### src/rtl/agc_sim_pkg.sv
// Shared simulation-support definitions for the AGC instruction injector.
package agc_sim_pkg;

  localparam logic [15:0] EXTEND_WORD = 16'o000006;
  localparam logic [15:0] WL_IDLE     = 16'hFFFF;

  typedef enum logic [1:0] {
    IDLE,
    ARMED,
    DRIVE
  } inj_state_t;

endpackage : agc_sim_pkg

### src/rtl/sq_inj_fifo.sv
// Instruction word FIFO for the SQ injector: DEPTH x WIDTH, head word read from the register array.
module sq_inj_fifo #(
  parameter int unsigned DEPTH = 4,
  parameter int unsigned WIDTH = 16
) (
  input  logic             i_clk,
  input  logic             i_rst_n,
  input  logic             i_push,
  input  logic             i_pop,
  input  logic [WIDTH-1:0] i_data,
  output logic             o_full,
  output logic             o_empty,
  output logic [WIDTH-1:0] o_head
);

  localparam int unsigned AW = (DEPTH > 1) ? $clog2(DEPTH) : 1;

  logic [WIDTH-1:0] r_mem [DEPTH];
  logic [AW-1:0]    r_wr_ptr;
  logic [AW-1:0]    r_rd_ptr;
  logic [AW:0]      r_count;
  logic             w_push;
  logic             w_pop;

  // Push is refused while full even if a pop happens in the same cycle.
  assign w_push  = i_push && !o_full;
  assign w_pop   = i_pop && !o_empty;
  assign o_full  = (r_count == (AW+1)'(DEPTH));
  assign o_empty = (r_count == '0);
  assign o_head  = r_mem[r_rd_ptr];

  always_ff @(posedge i_clk) begin
    if (w_push) begin
      r_mem[r_wr_ptr] <= i_data;
    end
  end

  always_ff @(posedge i_clk) begin
    if (!i_rst_n) begin
      r_wr_ptr <= '0;
      r_rd_ptr <= '0;
      r_count  <= '0;
    end else begin
      if (w_push) begin
        r_wr_ptr <= r_wr_ptr + 1'b1;
      end
      if (w_pop) begin
        r_rd_ptr <= r_rd_ptr + 1'b1;
      end
      case ({w_push, w_pop})
        2'b10:   r_count <= r_count + 1'b1;
        2'b01:   r_count <= r_count - 1'b1;
        default: r_count <= r_count;
      endcase
    end
  end

endmodule : sq_inj_fifo

### src/rtl/sq_instr_injector.sv
// Queues host instruction words and drives them onto WL_n with a WT_n strobe in the NISQ/T10 window.
module sq_instr_injector
  import agc_sim_pkg::*;
#(
  parameter int unsigned DEPTH     = 4,
  parameter int unsigned WT_CYCLES = 2,
  parameter int unsigned CNT_W     = 8
) (
  input  logic             CLOCK,
  input  logic             SIM_RST,
  input  logic [15:0]      INJ_DATA,
  input  logic             INJ_VALID,
  output logic             INJ_READY,
  input  logic             NISQ,
  input  logic             T10_n,
  input  logic             GOJAM,
  output logic [15:0]      WL_n,
  output logic             WT_n,
  output logic             INJ_ACTIVE,
  output logic             EXT_PEND,
  output logic             UNDERRUN,
  output logic             OVERLAP,
  output logic [CNT_W-1:0] INJ_COUNT
);

  localparam int unsigned TW = $clog2(WT_CYCLES + 1);

  inj_state_t       r_state;
  inj_state_t       w_state_nxt;
  logic [TW-1:0]    r_timer;
  logic [15:0]      r_word;
  logic [CNT_W-1:0] r_count;
  logic             r_ext_pend;
  logic             r_underrun;
  logic             r_overlap;

  logic             w_full;
  logic             w_empty;
  logic [15:0]      w_head;
  logic             w_push;
  logic             w_start;
  logic             w_done;
  logic             w_under_set;
  logic             w_over_set;

  assign w_push = INJ_VALID && !w_full;

  sq_inj_fifo #(
    .DEPTH (DEPTH),
    .WIDTH (16)
  ) u_fifo (
    .i_clk   (CLOCK),
    .i_rst_n (SIM_RST),
    .i_push  (w_push),
    .i_pop   (w_done),
    .i_data  (INJ_DATA),
    .o_full  (w_full),
    .o_empty (w_empty),
    .o_head  (w_head)
  );

  always_ff @(posedge CLOCK) begin
    if (!SIM_RST) begin
      r_state <= IDLE;
    end else begin
      r_state <= w_state_nxt;
    end
  end

  // GOJAM overrides every transition and suppresses flag/pop side effects of NISQ and T10_n.
  always_comb begin
    w_state_nxt = r_state;
    w_start     = 1'b0;
    w_done      = 1'b0;
    w_under_set = 1'b0;
    w_over_set  = 1'b0;
    if (GOJAM) begin
      w_state_nxt = IDLE;
    end else begin
      case (r_state)
        IDLE: begin
          if (NISQ) begin
            w_state_nxt = ARMED;
          end
        end
        ARMED: begin
          w_over_set = NISQ;
          if (!T10_n) begin
            if (!w_empty) begin
              w_state_nxt = DRIVE;
              w_start     = 1'b1;
            end else begin
              w_state_nxt = IDLE;
              w_under_set = 1'b1;
            end
          end
        end
        DRIVE: begin
          w_over_set = NISQ;
          if (r_timer == TW'(1)) begin
            w_state_nxt = IDLE;
            w_done      = 1'b1;
          end
        end
        default: w_state_nxt = IDLE;
      endcase
    end
  end

  // Bus outputs follow the state register directly, so WL_n and WT_n always switch on the same edge.
  always_comb begin
    WL_n       = WL_IDLE;
    WT_n       = 1'b1;
    INJ_ACTIVE = (r_state != IDLE);
    if (r_state == DRIVE) begin
      WL_n = ~r_word;
      WT_n = 1'b0;
    end
  end

  always_ff @(posedge CLOCK) begin
    if (!SIM_RST) begin
      r_timer    <= '0;
      r_word     <= '0;
      r_count    <= '0;
      r_ext_pend <= 1'b0;
      r_underrun <= 1'b0;
      r_overlap  <= 1'b0;
    end else begin
      if (w_start) begin
        r_timer <= TW'(WT_CYCLES);
        r_word  <= w_head;
      end else if (r_state == DRIVE && r_timer != '0) begin
        r_timer <= r_timer - 1'b1;
      end
      if (w_done) begin
        r_count <= r_count + 1'b1;
      end
      if (GOJAM) begin
        r_ext_pend <= 1'b0;
      end else if (w_done) begin
        r_ext_pend <= (r_word == EXTEND_WORD);
      end
      if (w_under_set) begin
        r_underrun <= 1'b1;
      end
      if (w_over_set) begin
        r_overlap <= 1'b1;
      end
    end
  end

  assign INJ_READY = !w_full;
  assign EXT_PEND  = r_ext_pend;
  assign UNDERRUN  = r_underrun;
  assign OVERLAP   = r_overlap;
  assign INJ_COUNT = r_count;

endmodule : sq_instr_injector

### config.mk
export PLATFORM = sky130hd
export DESIGN_NAME = sq_instr_injector
export DESIGN_NICKNAME = d
export VERILOG_FILES = /design/src/rtl/agc_sim_pkg.sv /design/src/rtl/sq_inj_fifo.sv /design/src/rtl/sq_instr_injector.sv
export SDC_FILE = /design/constraint.sdc
export NUM_CORES = 1
export LEC_CHECK = 0
export BUFFER_PORTS_ARGS = -buffer_cell sky130_fd_sc_hd__buf_2
export CAP_MARGIN = 40
export CELL_PAD_IN_SITES_DETAIL_PLACEMENT = 1
export CELL_PAD_IN_SITES_GLOBAL_PLACEMENT = 1
export CORE_UTILIZATION = 47
export DETAILED_ROUTE_END_ITERATION = 10
export GPL_ROUTABILITY_DRIVEN = 0
export GPL_TIMING_DRIVEN = 1
export PLACE_DENSITY = 0.75
export SKIP_LAST_GASP = 1
export SLEW_MARGIN = 40
export SYNTH_ARGS = -nofsm -noshare
export SYNTH_HDL_FRONTEND = slang
export SYNTH_SLANG_ARGS = --single-unit
export TNS_END_PERCENT = 1
### constraint.sdc
create_clock -name CLOCK -period 3.1 [get_ports CLOCK]
set_clock_uncertainty 0.15 [all_clocks]
set_input_delay 0.31 -clock CLOCK [delete_from_list [all_inputs] [get_ports CLOCK]]
set_output_delay 0.31 -clock CLOCK [all_outputs]
set_load 0.1 [all_outputs]
==> results.cfg, run 1 <==
[critical_path]
path_cells = or3b_1 > and2_1 > inv_1 > ha_1 > inv_1 > fa_1 > xor2_1 > or3_1 > a21boi_0
path_common_cell = inv_1
critPathKind = reg -> reg
critPathMaxFanout = 6
cpPeakStageDelay_ps = 450
critPathRequiredTime_ps = 3240
startpoint_type = flip-flop
critPathSlowestCell = or3b_1
arrival_ps = 2770
cp-end-kind = flip-flop

[finish]
antenna_cells = 0
final_nets = 386
drive_gt1_frac = 0.270
final_area_um2 = 4790
synthToLayoutAreaGrowth_pct = 15.0

[routing]
dr.max_layer_used = met4
drt_first_pass_iters = 4
wl_met2_um = 4350
met3WireLength_um = 244
drt-total-wl_um = 8570
ant_nets = 0
drt_first_iter_violations = 101
route.detailed.drc = 0
wl_met1_um = 3810
vias = 2522
avgViaCountPerCell = 5.47
routedWlPerCell_um = 18.6

[cts]
clockRootBuffer = clkbuf_8
clkLatencyLatePin_ps = 350
cts_buffer_depth = 2
cts.clk_slew.worst_paths_ps = 100
cts_tree = yes
clkSinkCount = 102
htreeDepth = 3
ctsResizeCount = 0
cts_buffers = 9

[timing]
grt_setup_unrepaired = no
setup_tns_ps = 0
clock.fmax_ghz = 0.379
period_minus_slack_ps = 2640
relSlewSlack = 0.550
setup_viol = 0
drv_slew = 0
hold_viol_final = 0
fin_crit_sh = 0.851
worst_pin_slew_ps = 675

[yosys]
synth_top_area_share = 0.462
postSynthAreaPerCell_um2 = 14.2
yosysWarnings = 0
synth-main-ff-cell = edfxtp_1
synth.net_count = 327
synthArstFlopShare = 0
yosys-top-cells-count = edfxtp_1 (64), nand2_1 (46), dfxtp_1 (38)
synth_seq_area_share = 0.645
synth_area_um2 = 4160
synth_edf_count = 64
synthTopCellsByArea = edfxtp_1 (46%), dfxtp_1 (18%), mux4_2 (8.7%)
synth_most_common_cell = edfxtp_1
postSynthRegisterBits = 102
syn_inst = 292
synth_top_cell_by_area = edfxtp_1
netlist-cell-type-count = 40

[floorplanning]
num_rows = 33
start_util = 0.496
die_w_um = 96.1
dieArea_um2 = 9230
top_level_ports = 52
die_y_um = 96.1
core-area_um2 = 8380

[global_routing]
grt_util_all_layers = 0.201
grt_pass1_wl_um = 13200
first_global_vias = 2573
grt_overflow = 0
grt_antenna_before_repair = 0
grt_max_degree = 37

[place]
portBuffers = 51
place_area_um2 = 4540
hpwlAfterDp_um = 5760

[pwr]
p_leak_nw = 1.71
power_density_nw_per_um2 = 541
ir_drop_uv = 282

[run_status]
outcome = finished, final reports clean

[job]
cap_viol_max_count = 0

[worst_hold_path]
hold_class = in -> reg
-- final timing paths --
kind         slack, ps                   to  depth (start not counted)              start
max reg2reg        460    u_fifo.r_count[2]                          9  u_fifo.r_count[2]
max                460    u_fifo.r_count[2]                          9  u_fifo.r_count[2]
min                 20  u_fifo.r_mem[0][10]                          1       INJ_DATA[10]
min reg2reg        330              OVERLAP                          1            OVERLAP
-- stage by stage --
stage	hold slack (ps)	util	instances	total power [mW]	setup WS, ps
2_1_floorplan	259	-	292	1.63	113
3_3_place_gp	297	0.541	443	1.68	599
3_5_place_dp	312	0.541	443	1.69	479
4_1_cts	2.61	0.571	461	2.62	450
5_1_grt	4.33	0.571	461	2.68	315
6_report	15.8	0.571	461	2.59	463
-- cell usage in the layout (no fill, tap or decap), types with 6 or more instances in the layout --
master,count
xor2_1,6
and2_1,14
nor2_1,7
ha_1,12
mux4_2,16
dfxtp_1,37
xnor2_1,7
nand2_1,46
edfxtp_1,64
buf_4,8
buf_2,51
o2bb2ai_1,16
clkbuf_8,9
inv_1,12
-- final cells by class --
| class | instances | area (um2) |
|---|---|---|
| Fill cell | 849 | 3600 |
| Sequential cell | 102 | 2680 |
| Multi-Input combinational cell | 165 | 1360 |
| Timing Repair Buffer | 61 | 335 |
| Tap cell | 105 | 131 |
| Clock buffer | 9 | 124 |
| Clock inverter | 7 | 104 |
| Inverter | 12 | 45.0 |
-- routing by layer --
metal,global-route usage,vias up
met5,0,-
met4,0.0908,0
met3,0.0316,13
met2,0.345,47
met1,0.251,1275
li1,-,1187
-- timing repair --
action | 4_1_cts | 5_1_grt
endpoints found under the hold margin | 6 | 0
setup buffers | 0 | 0
hold buffers | 2 | 0
setup endpoints to repair | 0 | 0
-- flip-flops by register name, indices dropped and copies added, names as in the netlist, 2 cells and up --
name             count
u_fifo.r_rd_ptr      2
u_fifo.r_wr_ptr      2
r_timer              2
r_word              16
u_fifo.r_mem        64
INJ_COUNT            8
u_fifo.r_count       3
r_state              2
-- critical path, delay by kind of cell, from the launching register on --
family	cells	cell delay, ps
compound gates	1	170
xor+xnor	1	160
fa+ha+maj	2	540
buf+inv	2	140
flops	1	420
simple gates	3	990
-- report_power, final --
group / switching (mW) / internal, mW / total [mW] / leakage, nW
combinational: 0.0948 / 0.0579 / 0.153 / 0.705
sequential: 0.0176 / 1.49 / 1.51 / 0.895
clock: 0.465 / 0.464 / 0.929 / 0.108
total: 0.577 / 2.01 / 2.59 / 1.71
-- cells by family after synthesis --
group                      Yosys count  share of synthesized area
muxes                               17                     0.0890
DFF                                102                      0.645
xor gates and xnor gates            13                     0.0274
AOI/OAI and AO/OA                   29                     0.0553
buffers and inverters               25                     0.0277
adders and majority gates           13                     0.0409
and+or+nand+nor                     93                      0.115
Note: power is estimated with default switching activity, not from simulation.
==> run 2: changes to the inputs <==
ABC_AREA = 1   (was unset)
CORE_UTILIZATION = 45   (was 47)
PLACE_DENSITY = 0.76   (was 0.75)
==> run 2 against run 1 <==
  * Synthesized area increased by 7.1%
  * Flip-flop and latch count did not move
  * Critical path depth is 4 higher
  * Critical path type unchanged
  * Critical endpoint unchanged
  * Largest cell class unchanged
==> results.cfg, run 2 <==
[routing]
vias = 3251
drt-total-wl_um = 10000
route.detailed.drc = 0
routedWlPerCell_um = 15.3
avgViaCountPerCell = 4.98
ant_nets = 0
drt_first_iter_violations = 124
drt_first_pass_iters = 4

[timing]
fin_crit_sh = 0.747
setup_viol = 0
grt_setup_unrepaired = no
hold_viol_final = 0
holdWs_ps = 17.1
relSlewSlack = 0.593
period_minus_slack_ps = 2310
worst_pin_slew_ps = 609
clock.fmax_ghz = 0.432
setup_tns_ps = 0
drv_slew = 0

[place]
portBuffers = 51
hpwlAfterDp_um = 6670
place_area_um2 = 4810

[critical_path]
critPathRequiredTime_ps = 3220
path_cells = inv_1 > ha_1 > nand2_1 > nor2_2 > nand2_2 > inv_2 > ha_1 > inv_1 > fa_1 > nand2_1 > nand3_1 > o21ai_0 > a21oi_1
cpPeakStageDelay_ps = 390
reg2reg_slack_ps = 790
reg2reg_depth = 13
arrival_ps = 2430
critPathSlowestCell = fa_1
reg2reg_from = r_state[0]
cp-end-kind = flip-flop
critPathBufInv = 3
cp_top_family = adder cells
timing.rr.end = u_fifo.r_count[2]
critPathMaxFanout = 4
startpoint_type = flip-flop
critPathKind = reg -> reg

[finish]
fill_cells = 1081
top_register = u_fifo.r_mem
antenna_cells = 0
synthToLayoutAreaGrowth_pct = 14.6
layout_commonest_cell = nor2_1
largest_reg_flops = 64
final_nets = 554
final_area_um2 = 5110
drive_gt1_frac = 0.202
final_cell_mix = nor2_1 (110), edfxtp_1 (64), nand2_1 (60)

[global_routing]
grt_max_degree = 36
first_global_vias = 3348
grt_overflow = 0
grt_pass1_wl_um = 16200
grt_util_all_layers = 0.210
grt_antenna_before_repair = 0

[pwr]
p_leak_nw = 2.05
power_density_nw_per_um2 = 494
ir_drop_uv = 296

[yosys]
yosys-top-cells-count = nor2_1 (110), edfxtp_1 (64), nand2_1 (60)
synthArstFlopShare = 0
yosysWarnings = 0
synth_most_common_cell = nor2_1
synth.net_count = 492
synth-main-ff-cell = edfxtp_1
synth_seq_area_share = 0.602
netlist-cell-type-count = 33
synth_top_area_share = 0.431
synth_area_um2 = 4460
synth_top_cell_by_area = edfxtp_1
postSynthRegisterBits = 102
synthTopCellsByArea = edfxtp_1 (43%), dfxtp_1 (17%), nor2_1 (9.3%)
postSynthAreaPerCell_um2 = 9.75
syn_inst = 457
synth_edf_count = 64

[run_status]
outcome = finished, final reports clean

[worst_hold_path]
hold_path_startpoint = INJ_DATA[4]
hold_class = in -> reg
holdPathStages = 1
min_to = u_fifo.r_mem[0][4]

[cts]
post-cts-setup-buffer-count = 0
htreeDepth = 3
cts_buffer_depth = 2
cts_buffers = 9
clockRootBuffer = clkbuf_8
cts.clk_slew.worst_paths_ps = 100
clkLatencyLatePin_ps = 370
cts_tree = yes
ctsResizeCount = 0
clkSinkCount = 102

[floorplanning]
dieArea_um2 = 10300
core-area_um2 = 9420
start_util = 0.473
die_w_um = 102
top_level_ports = 52
num_rows = 35
die_y_um = 102

[job]
cap_viol_max_count = 0
run 2: cell types whose count changed in the layout (fill, tap and decap cells not counted), sizes merged, moves of 4 or more:
| cell | change |
|---|---|
| dlygate4sd3 | +8 |
| nand2 | +17 |
| o21ai | +56 |
| xnor2 | -7 |
| xor2 | -6 |
| mux4 | -16 |
| o2bb2ai | -16 |
| a21oi | +13 |
| and2 | -14 |
| inv | +27 |
| and3 | -4 |
| nand3 | +9 |
| nor2 | +121 |
run 2: through the flow:
stage | power, mW | worst slack, ps | instances | util
2_1_floorplan | 1.64 | 204 | 457 | -
3_3_place_gp | 1.70 | 965 | 627 | 0.511
3_5_place_dp | 1.71 | 808 | 627 | 0.511
4_1_cts | 2.55 | 781 | 653 | 0.542
5_1_grt | 2.62 | 560 | 653 | 0.542
6_report | 2.52 | 785 | 653 | 0.542
run 2: layer usage:
metal,vias up,global-route usage,part of all wire
met4,0,0.0713,0.011
li1,1618,-,-
met1,1569,0.254,0.44
met5,-,0,0
met2,54,0.383,0.52
met3,10,0.0283,0.025
run 2: cell families (layout without fill, tap and decap cells):
logic type | count (synthesis) | after routing | share of synthesized area
DFF | 102 | 102 | 0.602
and+or+nand+nor | 209 | 209 | 0.212
adders and majority gates | 13 | 13 | 0.0382
buffers and inverters | 56 | 123 | 0.0598
AOI/OAI and AO/OA | 77 | 77 | 0.0884
run 2: repair_timing:
item                                    4_1_cts  5_1_grt
endpoints found under the setup margin        0        0
endpoints found under the hold margin        35        0
hold buffers                                 10        0
run 2: how the worst max path moves through the flow:
stage	start	endpoint	depth (start not counted)
2_1_floorplan	u_fifo.r_count[0]	u_fifo.r_count[2]	10
3_3_place_gp	r_state[0]	u_fifo.r_count[2]	13
3_5_place_dp	r_state[0]	u_fifo.r_count[2]	13
4_1_cts	r_state[0]	u_fifo.r_count[2]	13
5_1_grt	r_state[0]	u_fifo.r_count[2]	14
6_report	r_state[0]	u_fifo.r_count[2]	13
run 2: layout make-up:
class	count	area, um2	area share
flip-flops and latches	102	2680	0.525
clock inverters	7	71.3	0.0140
well taps	129	161	0.0316
inverters	39	151	0.0296
clock buffers	9	124	0.0243
multi-input cells	299	1510	0.295
repair buffers	68	408	0.0799
run 2: report_power, final:
group          total [mW]  internal (mW)  switching [mW]
registers            1.51           1.49          0.0172
logic               0.176         0.0566           0.119
clock network       0.840          0.377           0.463
total                2.52           1.92           0.600
